[src/rtl/cond_eval_unit.sv]
// cond_eval_unit: checks a 4-bit branch condition code against the PSR flags.
// It waits until no flag-setting ops are pending before it evaluates.
//
// Ports:
//   clk, reset   - clock; synchronous active-high reset
//   flags        - current PSR flag word
//   alu_flags    - flag word being written this cycle (bypass build only)
//   flag_issue   - a flag-setting op was issued this cycle
//   flag_commit  - a flag-setting op writes the PSR at this edge
//   req_*        - condition request handshake (valid/ready, cond code)
//   resp_*       - result handshake (valid/ready, taken)
//   pend_cnt     - number of flag writes in flight
//   err          - sticky counter overflow/underflow
//
// Optional feature macro: COND_BYPASS_EN. When defined, a request waiting
// on the last in-flight flag write is evaluated on alu_flags at the commit
// edge. This saves one cycle.
module cond_eval_unit #(
    parameter int WIDTH    = 16,
    parameter int C_BIT    = 0,
    parameter int L_BIT    = 2,
    parameter int F_BIT    = 5,
    parameter int Z_BIT    = 6,
    parameter int N_BIT    = 7,
    parameter int MAX_PEND = 3,
    localparam int PW      = $clog2(MAX_PEND + 1)
) (
    input  logic             clk,
    input  logic             reset,
    input  logic [WIDTH-1:0] flags,
    input  logic [WIDTH-1:0] alu_flags,
    input  logic             flag_issue,
    input  logic             flag_commit,
    input  logic             req_valid,
    input  logic [3:0]       req_cond,
    output logic             req_ready,
    output logic             resp_valid,
    output logic             resp_taken,
    input  logic             resp_ready,
    output logic [PW-1:0]    pend_cnt,
    output logic             err
);

    localparam logic [PW-1:0] P_MAX = PW'(MAX_PEND);
    localparam logic [PW-1:0] P_ONE = PW'(1);

    typedef enum logic [1:0] {
        IDLE,
        WAIT,
        RESP
    } state_t;

    state_t     state_q, state_d;
    logic [3:0] cond_q, cond_d;
    logic       taken_d;

    // Only five flag bits take part in evaluation.
    logic unused_bits;
    assign unused_bits = ^{flags, alu_flags};

    function automatic logic eval(input logic [3:0] c,
                                  input logic [WIDTH-1:0] f);
        logic r;
        logic fc, fl, ff, fz, fn;
        fc = f[C_BIT];
        fl = f[L_BIT];
        ff = f[F_BIT];
        fz = f[Z_BIT];
        fn = f[N_BIT];
        r  = 1'b0;
        unique case (c)
            4'd0:  r = fz;
            4'd1:  r = !fz;
            4'd2:  r = fc;
            4'd3:  r = !fc;
            4'd4:  r = fl;
            4'd5:  r = !fl;
            4'd6:  r = fn;
            4'd7:  r = !fn;
            4'd8:  r = ff;
            4'd9:  r = !ff;
            4'd10: r = !fl && !fz;
            4'd11: r = fl || fz;
            4'd12: r = !fn && !fz;
            4'd13: r = fn || fz;
            4'd14: r = 1'b1;
            4'd15: r = 1'b0;
            default: r = 1'b0;
        endcase
        return r;
    endfunction

    // Pending flag-write counter. A simultaneous issue and commit cancel.
    always_ff @(posedge clk) begin
        if (reset) begin
            pend_cnt <= '0;
            err      <= 1'b0;
        end else begin
            unique case ({flag_issue, flag_commit})
                2'b10: begin
                    if (pend_cnt == P_MAX) err <= 1'b1;
                    else pend_cnt <= pend_cnt + P_ONE;
                end
                2'b01: begin
                    if (pend_cnt == '0) err <= 1'b1;
                    else pend_cnt <= pend_cnt - P_ONE;
                end
                default: ;
            endcase
        end
    end

    always_ff @(posedge clk) begin
        if (reset) begin
            state_q    <= IDLE;
            cond_q     <= 4'd0;
            resp_taken <= 1'b0;
        end else begin
            state_q    <= state_d;
            cond_q     <= cond_d;
            resp_taken <= taken_d;
        end
    end

    always_comb begin
        state_d    = state_q;
        cond_d     = cond_q;
        taken_d    = resp_taken;
        req_ready  = 1'b0;
        resp_valid = 1'b0;
        unique case (state_q)
            IDLE: begin
                req_ready = 1'b1;
                if (req_valid) begin
                    cond_d  = req_cond;
                    state_d = WAIT;
                end
            end
            WAIT: begin
`ifdef COND_BYPASS_EN
                // The last pending write lands at this edge.
                if (pend_cnt == P_ONE && flag_commit && !flag_issue) begin
                    taken_d = eval(cond_q, alu_flags);
                    state_d = RESP;
                end else
`endif
                // A zero count means flags already holds every committed write.
                if (pend_cnt == '0 && !flag_issue) begin
                    taken_d = eval(cond_q, flags);
                    state_d = RESP;
                end
            end
            RESP: begin
                resp_valid = 1'b1;
                if (resp_ready) state_d = IDLE;
            end
            default: state_d = IDLE;
        endcase
    end

endmodule

[config.mk]
export PLATFORM = sky130hd
export DESIGN_NAME = cond_eval_unit
export DESIGN_NICKNAME = d
export VERILOG_FILES = /design/src/rtl/cond_eval_unit.sv
export SDC_FILE = /design/constraint.sdc
export NUM_CORES = 1
export LEC_CHECK = 0
export ABC_AREA = 1
export CAP_MARGIN = 30
export CORE_MARGIN = 4
export CORE_UTILIZATION = 33
export CTS_BUF_LIST = sky130_fd_sc_hd__clkbuf_16
export CTS_CLUSTER_SIZE = 28
export DETAILED_ROUTE_END_ITERATION = 8
export GPL_ROUTABILITY_DRIVEN = 0
export PLACE_DENSITY = 0.87
export SLEW_MARGIN = 20
export SYNTH_ARGS = -nofsm -noshare
export SYNTH_HDL_FRONTEND = slang
export SYNTH_SLANG_ARGS = --single-unit
[constraint.sdc]
create_clock -name clk -period 1.7 [get_ports clk]
set_input_delay 0.17 -clock clk [delete_from_list [all_inputs] [get_ports clk]]
set_output_delay 0.17 -clock clk [all_outputs]
set_load 0.05 [all_outputs]
==> summary.md <==
| Metric | Value |
|---|---|
| Status | complete, no violations |
| Vias in the first global route | 692 |
| Ys async rst share | 0% |
| Type of the worst setup path | reg -> out |
| Final Util | 52.5% |
| PwrDens | 951 nW/µm² |
| Critical Path Fanout Max | 2 |
| Nets | 176 |
| Startpoint Class | flip-flop |
| Hold buffer count at CTS | 0 |
| Core ar. | 1800 µm² |
| Hold Path Depth | 1 |
| Fmax | 652 MHz |
| DP Area | 867 µm² |
| Sequential share of power | 30.6% |
| CP peak stage delay | 0.80 ns |
| Critical R2R Launch | cond_q[0] |
| Clock skew | 0.00236 ns |
| H-tree Lvls | 1 |
| #FFs+latches synth | 10 |
| Final hold violations | 0 |
| Post-synth EDFFs | 0 |
| Reg2Reg Depth | 11 |
| Setup crit end kind | output port |
| Min Tclk post-route | 1.53 ns |
| Net Switching | 0.252 mW |
| Fin area | 946 µm² |
| CP bufs+invs | 1 |
| Hold crit path type | reg -> reg |
| Synth Flop Type | dfxtp_1 |
| Initial DRC count | 17 |
| Port Buffers | 20 |
| VDD IR max | 0.000507 V |
| DR WL/cell | 10.7 µm |
| # setup viols final | 0 |
| Detailed Routing Iterations Pass 1 | 4 |
| Req. time, crit path | 1.53 ns |
| CTS max path bufs | 2 |
| DRC | 0 |
| Vias per cell | 4.78 |
| R2R setup slack | 0.33 ns |
| Critical path cell sequence | clkdlybuf4s50_1 |
| Synth cell types | 19 |
| Syn Inst Count | 108 |
| Area grow syn2layout | 44.0% |
| Root buf cell | clkbuf_16 |
| Max_cap viols | 0 |
| Critical path's slowest cell | clkdlybuf4s50_1 |
| Row count | 15 |
| Most common cell in the netlist | nand2_1 |
| Synth area leader | dfxtp_1 |
| Die area | 2770 µm² |
| HPWL after DPL | 1.31 mm |
| Capturing point of the worst reg2reg path | resp_taken |
| CTS tree | built |
| Postcts setup bufs | 0 |
| Top-area cell type share of the netlist area | 30.5% |
| Vias | 745 |
| Max transition margin | 66.9% |
| Sw Share | 28.0% |
| Total Neg Setup Slack | 0 ns |
| Synth area leaders | dfxtp_1 (30%), nand2_1 (17%), inv_1 (9.7%) |
| Pre-CTS setup slack | 0.141 ns |
| Comb pwr share | 23.3% |
| Die X | 52.6 µm |
| ANT nets after route | 0 |
| Initial Util | 36.5% |
| Pin count of the biggest net entering global routing | 9 |
| Clock-pin slew on the worst setup and hold paths | 0.04 ns |
| Clk sinks | 10 |
| Commonest cells post-synth | nand2_1 (29), inv_1 (17), nor2_1 (12) |
| Int Pwr | 0.647 mW |
| Synth warn | 0 |
| Diode count | 0 |
| Die H | 52.6 µm |
| RSZ-0062 raised after global routing | no |
| Post-CTS sizing | 0 |
| Clock latency on the worst-skew pair | 0.24 ns |
| Share of cells above drive strength 1 | 9.92% |
| Mean area per synthesized cell | 6.08 µm² |
| Hold_sp | err |
| Leak Pwr | 0.449 nW |
| Arrival time worst endpoint | 1.36 ns |
| Routed WL | 1.66 mm |
| First-pass GRT wire length | 2.61 mm |
| Net Count, Synth | 152 |
| Clock Power Share | 46.1% |
| Mapped Area | 657 µm² |
| Congestion Overflow GR | 0 |
| Final worst slack | 0.165 ns |
| Worst Max-Slew Pin Slew | 0.495 ns |
| Initial antenna violation count | 0 |
| Num ports | 48 |
| Fill cells | 187 |
| Gr usage total | 12.8% |
| Hold endpoint | err |
| Final-report max-slew violation count | 0 |
| CP top delay family | buffers and inverters |
| Total CTS buffers | 3 |
| Final worst path period share | 90.3% |
| Sequential area share after synthesis | 30.5% |
metrics by stage:
stage / hold WS [ns] / power (mW) / std cells
6_report: 0.468 / 0.899 / 156
5_1_grt: 0.493 / 0.941 / 156
4_1_cts: 0.472 / 0.908 / 156
3_5_place_dp: 0.458 / 0.487 / 152
3_3_place_gp: 0.450 / 0.478 / 152
2_1_floorplan: 0.232 / 0.414 / 108
sequential cells by signal (all words and copies together), names as in the netlist:
register    flops
resp_taken      1
cond_q          4
err             1
pend_cnt        2
state_q         2
area by class of cell:
| type | instances | area [µm²] | share of cell area, % |
|---|---|---|---|
| multi-input cells | 78 | 374 | 39.6 |
| flip-flops and latches | 10 | 200 | 21.2 |
| repair buffers | 20 | 190 | 20.1 |
| clock buffers | 3 | 75.1 | 7.94 |
| inverters | 19 | 71.3 | 7.54 |
| well taps | 25 | 31.3 | 3.31 |
| clock inverters | 1 | 3.75 | 0.397 |
placed cells by master (no fill, tap or decap), drive strengths merged:
master / n
a21oi: 9
clkinv: 1
clkbuf: 3
dfxtp: 10
nor2: 14
buf: 4
a2111oi: 1
o21a: 1
nand3: 9
nor3: 1
o21ai: 10
clkdlybuf4s50: 16
a31oi: 1
nand2: 30
inv: 19
ha: 2
power by group through the flow:
stage / Clock, mW / Sequential, mW / Combinational [mW]
after floorplan: 0 / 0.293 / 0.121
after global placement: 0 / 0.278 / 0.201
after detailed placement: 0 / 0.279 / 0.208
after CTS: 0.424 / 0.275 / 0.209
after global routing: 0.433 / 0.279 / 0.229
final: 0.414 / 0.276 / 0.210
logic make-up after synthesis:
| logic type | Yosys count | share of synthesized area (%) |
|---|---|---|
| AOI/OAI and AO/OA | 22 | 18.5 |
| adders and majority gates | 2 | 3.81 |
| buffers and inverters | 20 | 12.6 |
| DFF | 10 | 30.5 |
| and+or+nand+nor | 54 | 34.7 |
worst max path at each step:
stage / startpoint / cells after the start / endpoint
floorplan: state_q[0] / 4 / cond_q[0]
global placement: flag_issue / 6 / pend_cnt[1]
detailed placement: flag_issue / 6 / pend_cnt[1]
CTS: err / 1 / err
global route: err / 1 / err
finish: err / 1 / err
routing by layer:
layer,up-vias,wire length (µm),GRT usage [%]
met5,-,0,0
met4,0,36,7.66
met3,5,92,2.56
met2,24,832,22.3
met1,323,699,14.1
li1,393,-,-
Note: power is estimated with default switching activity, not from simulation.
==> edit (same flow settings) <==
The 3 states of `state_t` get a one-hot encoding in 3 bits.
--- a/src/rtl/cond_eval_unit.sv
+++ b/src/rtl/cond_eval_unit.sv
@@ -44,10 +44,10 @@
     localparam logic [PW-1:0] P_MAX = PW'(MAX_PEND);
     localparam logic [PW-1:0] P_ONE = PW'(1);
 
-    typedef enum logic [1:0] {
-        IDLE,
-        WAIT,
-        RESP
+    typedef enum logic [2:0] {
+        IDLE = 3'b001,
+        WAIT = 3'b010,
+        RESP = 3'b100
     } state_t;
 
     state_t     state_q, state_d;
Check against the original RTL: no difference found for any inputs over 10 cycles, from zero or initial values and one cycle with reset high; not proved beyond that.
==> edit against the original RTL <==
Total power rose by 7.5%; cell count increased by 5.8%; worst setup slack lost 0.017 ns; global-route usage rose by 1.0 points; sequential cell count is 1 higher; utilization fell by 0.83 points; routed wire length up 8.6%; fmax decreased by 1.1%; non-clock buffer count unchanged; sequential share of layout area down 0.086 points; area after synthesis grew 10%; final area increased by 10%; critical path type unchanged; largest cell class unchanged.
==> edit: results (changes against the original RTL) <==
clk_path_buf_depth: 2  # unchanged
io_buffers: 20  # unchanged
cts_resized: 0  # unchanged
track_usage_pct: 13.83  # +1.0 points
htree_levels: 1  # unchanged
routed-via-count: 810  # +8.7%
grt_max_degree: 9  # unchanged
antenna_found_initial: 0  # unchanged
drive_gt1_share_pct: 13.77  # +3.8 points
nNetsFinal: 183  # +4.0%
ir_drop_mv: 0.6623  # +31%
synthTopCellsByArea: "dfxtp_1 30%, nand2_1 16%, inv_1 9.9%"
cts_setup_buffers: 0  # unchanged
clkTransAtPathRegs_ns: 0.04  # about the same
arrival_ns: 1.38  # +0.02 ns
wl_per_cell_um: 10.94  # +2.7%
hold_path_class: "register to register"
comb_cell_power_uw: 241  # +15%
clk_latency_ns: 0.24  # about the same
path_max_fanout: 2  # unchanged
synth_largest_area_cell: "dfxtp_1"
reg2reg_slack_ns: 0.38  # +0.05 ns
p_leak_uw: 0.0004872  # +8.6%
fillers: 198  # +5.9%
reg_top3: "cond_q x4, state_q x3, pend_cnt x2"
final-hold-violation-count: 0  # unchanged
root_buffer: "clkbuf_16"
fin_skew_ns: 0.0005806  # -0.001780 ns
grt_pass1_vias: 768  # +11%
cts_made_buffers: 3  # unchanged
seq_area_frac_synth_pct: 30.45  # about the same
p_clk_uw: 419  # +1%
synth_async_sr_flop_share_pct: 0  # unchanged
synth_cell_types: 22  # +3
grt_pass1_wl_um: 2911  # +12%
synth_nets: 159  # +4.6%
cp_top_family: "buffers and inverters"
antenna_cells: 0  # unchanged
setup_violations: 0  # unchanged
dp_hpwl_um: 1498  # +14%
switching_power_uw: 276.1  # +9.5%
status: "completed"
cp_slowest_cell: "clkdlybuf4s50_1"
slowest_delay_ns: 0.81
ys_warn_count: 0  # unchanged
synthTopCellsByCount: "30 x nand2_1, 19 x inv_1, 11 x dfxtp_1"
dr.pass1.iters: 4  # unchanged
initialDrtViolationCount: 13  # -4
worst_pin_slew_ns: 0.4987  # +0.003254 ns
## edit: cell count changes after synthesis, moves of 2 or more
cell,before,now
inv_1,17,19
nand3_1,9,7
nand3_2,0,2
nor2_1,12,9
nor2_2,1,3
nor3_1,1,3
o21ai_0,8,6
## edit: stage by stage
stage                     power [uW]  worst slack, ns  area (um^2)  hold slack (ns)  instances
after floorplan                463.5          0.03051        728.2           0.2324        115
after detailed placement       551.8           0.2205        965.9           0.4682        161
after global placement         540.7           0.3081        965.9           0.4513        161
after global routing            1020           0.1132         1045           0.5051        165
after CTS                      977.6           0.1405         1045           0.4825        165
final                          966.8           0.1480         1045           0.4794        165
## edit: worst paths after layout
check / from / to / cells past startpoint
max: err / err / 1
min reg2reg: resp_taken / resp_taken / 2
max reg2reg: cond_q[0] / resp_taken / 11
min: resp_taken / resp_taken / 2
## edit: metal layers
| metal | vias to the layer above | track usage, % | routed length, um |
|---|---|---|---|
| met4 | 0 | 8.714 | 31 |
| met2 | 23 | 25.20 | 988 |
| met3 | 4 | 4.087 | 111 |
| met1 | 367 | 13.33 | 673 |
| li1 | 416 | - | - |
| met5 | - | 0 | 0 |
## edit: kinds of logic (layout without fill, tap and decap cells)
kind of cell	count (synthesis)	after routing	share of synthesized area (%)
adder cells (fa/ha/maj)	2	2	3.460
flip-flops	11	11	30.45
AND/OR/NAND/NOR	57	57	35.99
buffers and inverters	23	46	12.98
AO/OA/AOI/OAI	22	22	17.13
## edit: cell type report
class,instances,area share [%]
Clock buffer,3,7.186
Clock inverter,1,0.3593
Inverter,22,7.904
Multi-Input combinational cell,81,39.64
Sequential cell,11,21.08
Tap cell,27,3.234
Timing Repair Buffer,20,20.60
